File: src/rtl/clock_pkg.sv
// Shared definitions for the digital clock: run/set state encoding and field limits.
package clock_pkg;

   typedef enum logic [1:0] {
      ST_STOP    = 2'd0,
      ST_RUN     = 2'd1,
      ST_SET_MIN = 2'd2,
      ST_SET_SEC = 2'd3
   } state_t;

   localparam logic [5:0] SEC_MAX = 6'd59;
   localparam logic [7:0] MIN_MAX = 8'd99;

   // Seconds increment that wraps SEC_MAX back to zero.
   function automatic logic [5:0] sec_wrap_inc(input logic [5:0] s);
      return (s == SEC_MAX) ? 6'd0 : s + 6'd1;
   endfunction

endpackage

File: src/rtl/tick_prescaler.sv
// Divides clk down to a one-per-second terminal-count tick; holds its phase while not running.
module tick_prescaler #(
   parameter int TICKS_PER_SEC = 50_000_000,
   parameter int PRESC_W       = $clog2(TICKS_PER_SEC)
) (
   input  logic clk,
   input  logic rst_n,
   input  logic run,
   input  logic clr,
   output logic tick
);

   localparam logic [PRESC_W-1:0] TERM = PRESC_W'(TICKS_PER_SEC - 1);

   logic [PRESC_W-1:0] presc;

   assign tick = run && (presc == TERM);

   always_ff @(posedge clk or negedge rst_n) begin
      if (!rst_n) begin
         presc <= '0;
      end else if (clr) begin
         presc <= '0;
      end else if (run) begin
         presc <= tick ? '0 : presc + PRESC_W'(1);
      end
   end

endmodule

File: src/rtl/clock_run_ctrl.sv
// Run/stop/set sequencer for the minutes counter: seconds count, enable/clear strobes, overflow flag.
module clock_run_ctrl
   import clock_pkg::*;
#(
   parameter int TICKS_PER_SEC = 50_000_000,
   parameter int PRESC_W       = $clog2(TICKS_PER_SEC)
) (
   input  logic       clk,
   input  logic       rst_n,
   input  logic       btn_start,
   input  logic       btn_clear,
   input  logic       btn_set,
   input  logic       btn_inc,
   input  logic [7:0] min_count,
   output logic       min_enable,
   output logic       min_clear,
   output logic [5:0] sec_count,
   output logic [1:0] state,
   output logic       sec_tick,
   output logic       overflow
);

   state_t     state_q;
   state_t     state_nxt;
   logic       tick;
   logic [5:0] sec_d;
   logic       min_enable_d;
   logic       min_clear_d;
   logic       sec_tick_d;
   logic       overflow_d;

   assign state = state_q;

   tick_prescaler #(
      .TICKS_PER_SEC (TICKS_PER_SEC),
      .PRESC_W       (PRESC_W)
   ) u_presc (
      .clk   (clk),
      .rst_n (rst_n),
      .run   (state_q == ST_RUN),
      .clr   (btn_clear),
      .tick  (tick)
   );

   always_ff @(posedge clk or negedge rst_n) begin
      if (!rst_n) begin
         state_q    <= ST_STOP;
         sec_count  <= '0;
         min_enable <= 1'b0;
         min_clear  <= 1'b0;
         sec_tick   <= 1'b0;
         overflow   <= 1'b0;
      end else begin
         state_q    <= state_nxt;
         sec_count  <= sec_d;
         min_enable <= min_enable_d;
         min_clear  <= min_clear_d;
         sec_tick   <= sec_tick_d;
         overflow   <= overflow_d;
      end
   end

   always_comb begin
      state_nxt = state_q;
      if (btn_clear) begin
         state_nxt = ST_STOP;
      end else begin
         case (state_q)
            ST_STOP: begin
               if (btn_start)    state_nxt = ST_RUN;
               else if (btn_set) state_nxt = ST_SET_MIN;
            end
            ST_RUN:     if (btn_start) state_nxt = ST_STOP;
            ST_SET_MIN: if (btn_set)   state_nxt = ST_SET_SEC;
            ST_SET_SEC: if (btn_set)   state_nxt = ST_STOP;
            default:    state_nxt = ST_STOP;
         endcase
      end
   end

   // Clear outranks a coincident tick; the tick path is only reachable in RUN.
   always_comb begin
      sec_d        = sec_count;
      min_enable_d = 1'b0;
      min_clear_d  = 1'b0;
      sec_tick_d   = 1'b0;
      overflow_d   = overflow;
      if (btn_clear) begin
         sec_d       = '0;
         overflow_d  = 1'b0;
         min_clear_d = 1'b1;
      end else if (tick) begin
         sec_tick_d = 1'b1;
         sec_d      = sec_wrap_inc(sec_count);
         if (sec_count == SEC_MAX) begin
            min_enable_d = 1'b1;
            if (min_count == MIN_MAX) overflow_d = 1'b1;
         end
      end else if (btn_inc && (state_q == ST_SET_MIN)) begin
         min_enable_d = 1'b1;
      end else if (btn_inc && (state_q == ST_SET_SEC)) begin
         sec_d = sec_wrap_inc(sec_count);
      end
   end

endmodule

File: config.mk
export PLATFORM = sky130hd
export DESIGN_NAME = clock_run_ctrl
export DESIGN_NICKNAME = d
export VERILOG_FILES = /design/src/rtl/clock_pkg.sv /design/src/rtl/tick_prescaler.sv /design/src/rtl/clock_run_ctrl.sv
export SDC_FILE = /design/constraint.sdc
export NUM_CORES = 1
export LEC_CHECK = 0
export BUFFER_PORTS_ARGS = -buffer_cell sky130_fd_sc_hd__buf_2
export CORE_UTILIZATION = 40
export DETAILED_ROUTE_END_ITERATION = 8
export PLACE_DENSITY = 0.61
export SYNTH_ARGS = -nofsm -noshare
export SYNTH_HDL_FRONTEND = slang
export SYNTH_HIERARCHICAL = 1
export SYNTH_SLANG_ARGS = --single-unit
export TNS_END_PERCENT = 50
File: constraint.sdc
create_clock -name clk -period 3.4 [get_ports clk]
set_clock_uncertainty 0.2 [all_clocks]
set_input_delay 0.17 -clock clk [delete_from_list [all_inputs] [get_ports clk]]
set_output_delay 0.17 -clock clk [all_outputs]
set_load 0.1 [all_outputs]
Word-level counts from Yosys, hierarchy flattened
Cells that the tools add are included.
Operators by class
  multiplexer cells: 26
  eq/ne operators: 11
  add/sub/neg operators: 2
  reductions and logical operators: 12
Operators with widths (number)
  $mux 26: 3
  $mux 6: 5
  $add 26x1->26 const B: 1
  $eq 26x26->1 const B: 1
  $mux 2: 6
  $mux 1: 11
  $ne 3x3->1 const B: 3
  $eq 8x7->1 const B: 1
  $pmux 2 s4: 1
  $reduce_bool 2->1: 4
  $add 6x1->6 const B: 1
  $eq 6x6->1 const B: 1
  $eq 2x2->1 const B: 2
  $ne 4x4->1 const B: 1
  $reduce_and 4->1: 1
  $logic_and 1x1->1: 3
  $ne 3x2->1 const B: 1
  $reduce_and 3->1: 1
  $reduce_bool 3->1: 1
  $eq 2x1->1 const B: 1
  $logic_not 2->1: 1
  $reduce_and 2->1: 1
Word-level totals
  output and inout port bits: 12
  input port bits: 14
  word-level logic and storage cells: 58
  register bits: 38

Logic depth before layout (Yosys ltp)
  word-level depth: 6
  mapped depth: 9
  mapped depth without buffers: 7

By module
Netlist, hierarchy kept.
Modules (own cells, without submodules)
  tick_prescaler: cells an instance 152, sequential area each 650.6 µm², times used 1, area an instance 1438.9 µm²
  clock_run_ctrl: cells an instance 63, sequential area each 300.3 µm², times used 1, area an instance 619.3 µm²

Worst setup path after synthesis
Ideal clock, no wire load.
  path kind: reg2reg
  from: register state_q[0] (netlist: state[0])
  to: register sec_count[3]
  required time: 3.118 ns
  data arrival time: 3.025 ns
  clock period less this slack: 3.307 ns
  cell stages (with the launch flop): 10
  setup time: 0.082 ns
  buffers on the path: 2
  slack: 0.093 ns
  cell sequence: dfrtp_1 > and2b_1 > buf_4 > nand4_1 > or4_4 > nor2_1 > a311oi_1 > buf_6 > or4_4 > o211ai_2
On the way
  longest elaborated chain between the ends: 4
  elaborated cells on any way between the ends: 11
  classes of those cells: 4 x eq/ne; 2 x mux; 5 x reduce/logical
Ends and longest elaborated chain
  start: declaration: RTL line clock_run_ctrl.sv:23  | state_t state_q;
  start signal: assignment: RTL line clock_run_ctrl.sv:54  | state_q <= state_nxt;
  $eq 2x1->1 (*): RTL line clock_run_ctrl.sv:40  | .run (state_q == ST_RUN),
  $logic_and 1x1->1 (*): RTL line tick_prescaler.sv:17  | assign tick = run && (presc == TERM);
  net tick: RTL line clock_run_ctrl.sv:25  | logic tick;
  $ne 3x2->1 (no source line) (tied with other cells)
  $reduce_and 2->1 (no source line) / $mux 6 (equally long branches)
  end signal: assignment: RTL line clock_run_ctrl.sv:48  | sec_count <= '0;
  end signal: assignment: RTL line clock_run_ctrl.sv:55  | sec_count <= sec_d;
  end: declaration: RTL line clock_run_ctrl.sv:17  | output logic [5:0] sec_count,
Mark *: on every way through the listed nets, which the timed path passes. The rest lies on a longest branch.
A chain may end at the register's enable or synchronous reset.

Worst setup path in the final report
  from: register u_presc.presc[16]
  to: register sec_count[5]
On the way
  longest elaborated chain between the ends: 4
  elaborated cells on any way between the ends: 7
  classes of those cells: 2 x eq/ne; 2 x mux; 3 x reduce/logical
Ends and longest elaborated chain
  start: declaration: RTL line tick_prescaler.sv:15  | logic [PRESC_W-1:0] presc;
  start signal: assignment: RTL line tick_prescaler.sv:25  | presc <= tick ? '0 : presc + PRESC_W'(1);
  $eq 26x26->1 (*): RTL line tick_prescaler.sv:17
  $logic_and 1x1->1 (*): RTL line tick_prescaler.sv:17
  net tick: RTL line clock_run_ctrl.sv:25
  $ne 3x2->1 (no source line) (tied with other cells)
  $reduce_and 2->1 (no source line) / $mux 6 (equally long branches)
Marked as above.

==> impl_metrics.toml <==
[die]
start_util = 0.425
ioPinCount = 26
fp.dieW_um = 73.7
core-area_um2 = 4850
die-height_um = 73.7
rows = 25
dieArea_um2 = 5440

[synth]
syn-mean-instance-area_um2 = 9.57
synth_nets = 231
ys_warn_count = 6
ys_types = 46
synth-edff-count = 0
netlist_instances = 215
syn_area_um2 = 2060
yosysSeqAreaShare = 0.462
yosys_most_used_dff = "dfrtp_1"
async_reset_ff_frac = 1.00
ys_seq_elements = 38

[placement]
routabilityCongestion = 0.720
port_buffers = 25
dp_hpwl_um = 3070

[worst_setup_path]
path_cells = "or4_1 -> or4_4 -> nor2_1 -> a311oi_1 -> or4b_1 -> o311ai_1"
cp-start-kind = "flip-flop"
r2r_start = "u_presc/presc[16]"
critPathLaunch = "u_presc/presc[16]"
slowest_delay_ns = 0.56
path_buf_inv = 0
cp_top_family = "simple AND/OR/NAND/NOR gates"
endpoint_kind = "flip-flop"
crit_type = "reg -> reg"
crit_required_ns = 3.39
crit_fanout = 9
arrival_ns = 2.91
cp_slowest_cell = "or4b_1"

[detailed_routing]
dr.pass1.iters = 4
drtAntennaViolNets = 0
routed_wl_um = 4490
dr_total_vias = 1744
drc = 0
drt-wirelength-per-cell_um = 14.3
drt_iter0_markers = 146
viasPerCell = 5.57

[sta]
hold_violations = 0
layout_min_cycle_time_ns = 2.92
maxSlewViolCount = 0
max_freq_mhz = 342
grt_setup_unrepaired = "no"
worstMarginPinSlew_ns = 0.888
setup_viol = 0
max_slew_margin = 0.404
whs_ns = 0.0195
timing.final.crit_share = 0.859
totalNegativeSetupSlack_ns = 0

[finish]
postLayoutCoreUtil = 0.489
layout-drive-gt1-share = 0.183
antennaDiodeCount = 0
syn_to_final_growth_pct = 15.1
nNetsFinal = 261
fill_cells = 476

[clocking]
cts_setup_buffers = 0
max-clock-path-buffers = 2
numCtsBuffers = 5
clkSinkCount = 38
clk_pin_slew_ns = 0.08
cts-htree-levels = 2
ctsResizeCount = 0
clock-root-buffer = "clkbuf_8"
clock_latency_ns = 0.29
cts_tree = "yes"

[power_and_ir_drop]
total_power_uw = 1060
peakVddDrop_mv = 0.293
p_leak_uw = 0.000987
powerDensity_nw_per_um2 = 447

[grt]
grt.overflow.total = 0
grt_pass1_vias = 1601
grt_max_degree = 39
grt_first_pass_wirelength_um = 7580
antenna_found_initial = 0
track_usage = 0.182

[run]
maxCapViolations = 0

[min_path]
hp-class = "in -> reg"
hp-start = "btn_start"

[status]
status = "finished clean"
==> synthesized netlist by cell type (4+ instances only) <==
cell,count,share of area
dfrtp_1,38,0.46
nand2_1,23,0.042
a21oi_1,15,0.036
nor2_1,14,0.026
o21ai_0,13,0.032
nand4_1,11,0.033
nand3_1,8,0.019
o31ai_1,8,0.029
or3_1,8,0.024
or4_1,8,0.029
xor2_1,8,0.034
nor3_1,6,0.015
inv_1,5,0.0091
and4_1,4,0.017
==> kinds of logic (layout without fill, tap and decap cells) <==
kind of cell | after synthesis | count (layout) | synth area share
mux | 1 | 1 | 0.00486
flops | 38 | 38 | 0.462
simple gates | 102 | 102 | 0.283
xor+xnor | 10 | 10 | 0.0426
fa+ha+maj | 2 | 2 | 0.0122
buf+inv | 13 | 44 | 0.0365
compound gates | 49 | 49 | 0.159
==> worst min-delay path, delay by kind of cell <==
family / cells / cell delay, ns
buffers and inverters: 2 / 0.13
AOI/OAI and AO/OA: 2 / 0.17
==> flip-flops by register name, indices dropped and copies added (netlist names) <==
name and count:
u_presc/presc 26, sec_count 6, state 2, min_clear 1, min_enable 1, overflow 1, sec_tick 1
==> placed cells by master (no fill, tap or decap), drive strengths merged, types with 2 or more instances in the layout <==
| cell type | instances |
|---|---|
| and4 | 4 |
| and3 | 3 |
| nand4 | 11 |
| nand2b | 2 |
| buf | 28 |
| inv | 5 |
| a21oi | 17 |
| dlygate4sd3 | 3 |
| ha | 2 |
| or4 | 11 |
| clkbuf | 7 |
| xnor2 | 2 |
| or3 | 9 |
| nor2 | 14 |
| and2 | 2 |
| xor2 | 8 |
| nor3 | 6 |
| o21ai | 14 |
| o211ai | 2 |
| nand3 | 8 |
| dfrtp | 38 |
| o31ai | 9 |
| nand2 | 23 |
==> final timing paths <==
kind | to | slack (ns) | depth (start not counted)
worst min register to register | overflow | 0.30 | 1
worst min-delay path | state[1] | 0.02 | 4
max in group asynchronous | u_presc/presc[0] | 2.14 | 2
worst max register to register | sec_count[5] | 0.48 | 6
worst max-delay path | sec_count[5] | 0.48 | 6
min in group asynchronous | u_presc/presc[24] | 0.33 | 2
==> metrics by stage <==
stage	std cells	cell area (um^2)	setup WS, ns
finish	313	2370	0.480
floorplan	215	2060	0.0934
global route	313	2370	0.368
global placement	302	2230	0.606
detailed placement	302	2230	0.506
CTS	313	2370	0.480
==> power breakdown <==
part | leakage (uW) | total [uW] | switching [uW] | internal [uW]
Sequential | 0.000522 | 487 | 19.5 | 468
Clock | 0.0000524 | 378 | 158 | 220
Combinational | 0.000413 | 193 | 154 | 39.3
Total | 0.000987 | 1060 | 332 | 727
==> cell type report <==
class,instances,area [um^2],area share
Multi-Input combinational cell,164,1030,0.436
Clock buffer,7,76.3,0.0322
Timing Repair Buffer,31,178,0.0750
Clock inverter,1,30.0,0.0127
Inverter,5,18.8,0.00792
Tap cell,67,83.8,0.0354
Sequential cell,38,951,0.401
==> layer usage <==
metal  vias up  track usage  part of all wire
met5         -            0                 0
met4         0       0.0577             0.012
met3         7       0.0535             0.043
met2        42        0.270              0.44
met1       834        0.253              0.51
li1        861            -                 -
==> timing repair <==
action | CTS | global route
endpoints found under the hold margin | 40 | 0
hold buffers | 3 | 0
setup endpoints to repair | 0 | 0
No activity file was read; power rests on OpenSTA's default activity.
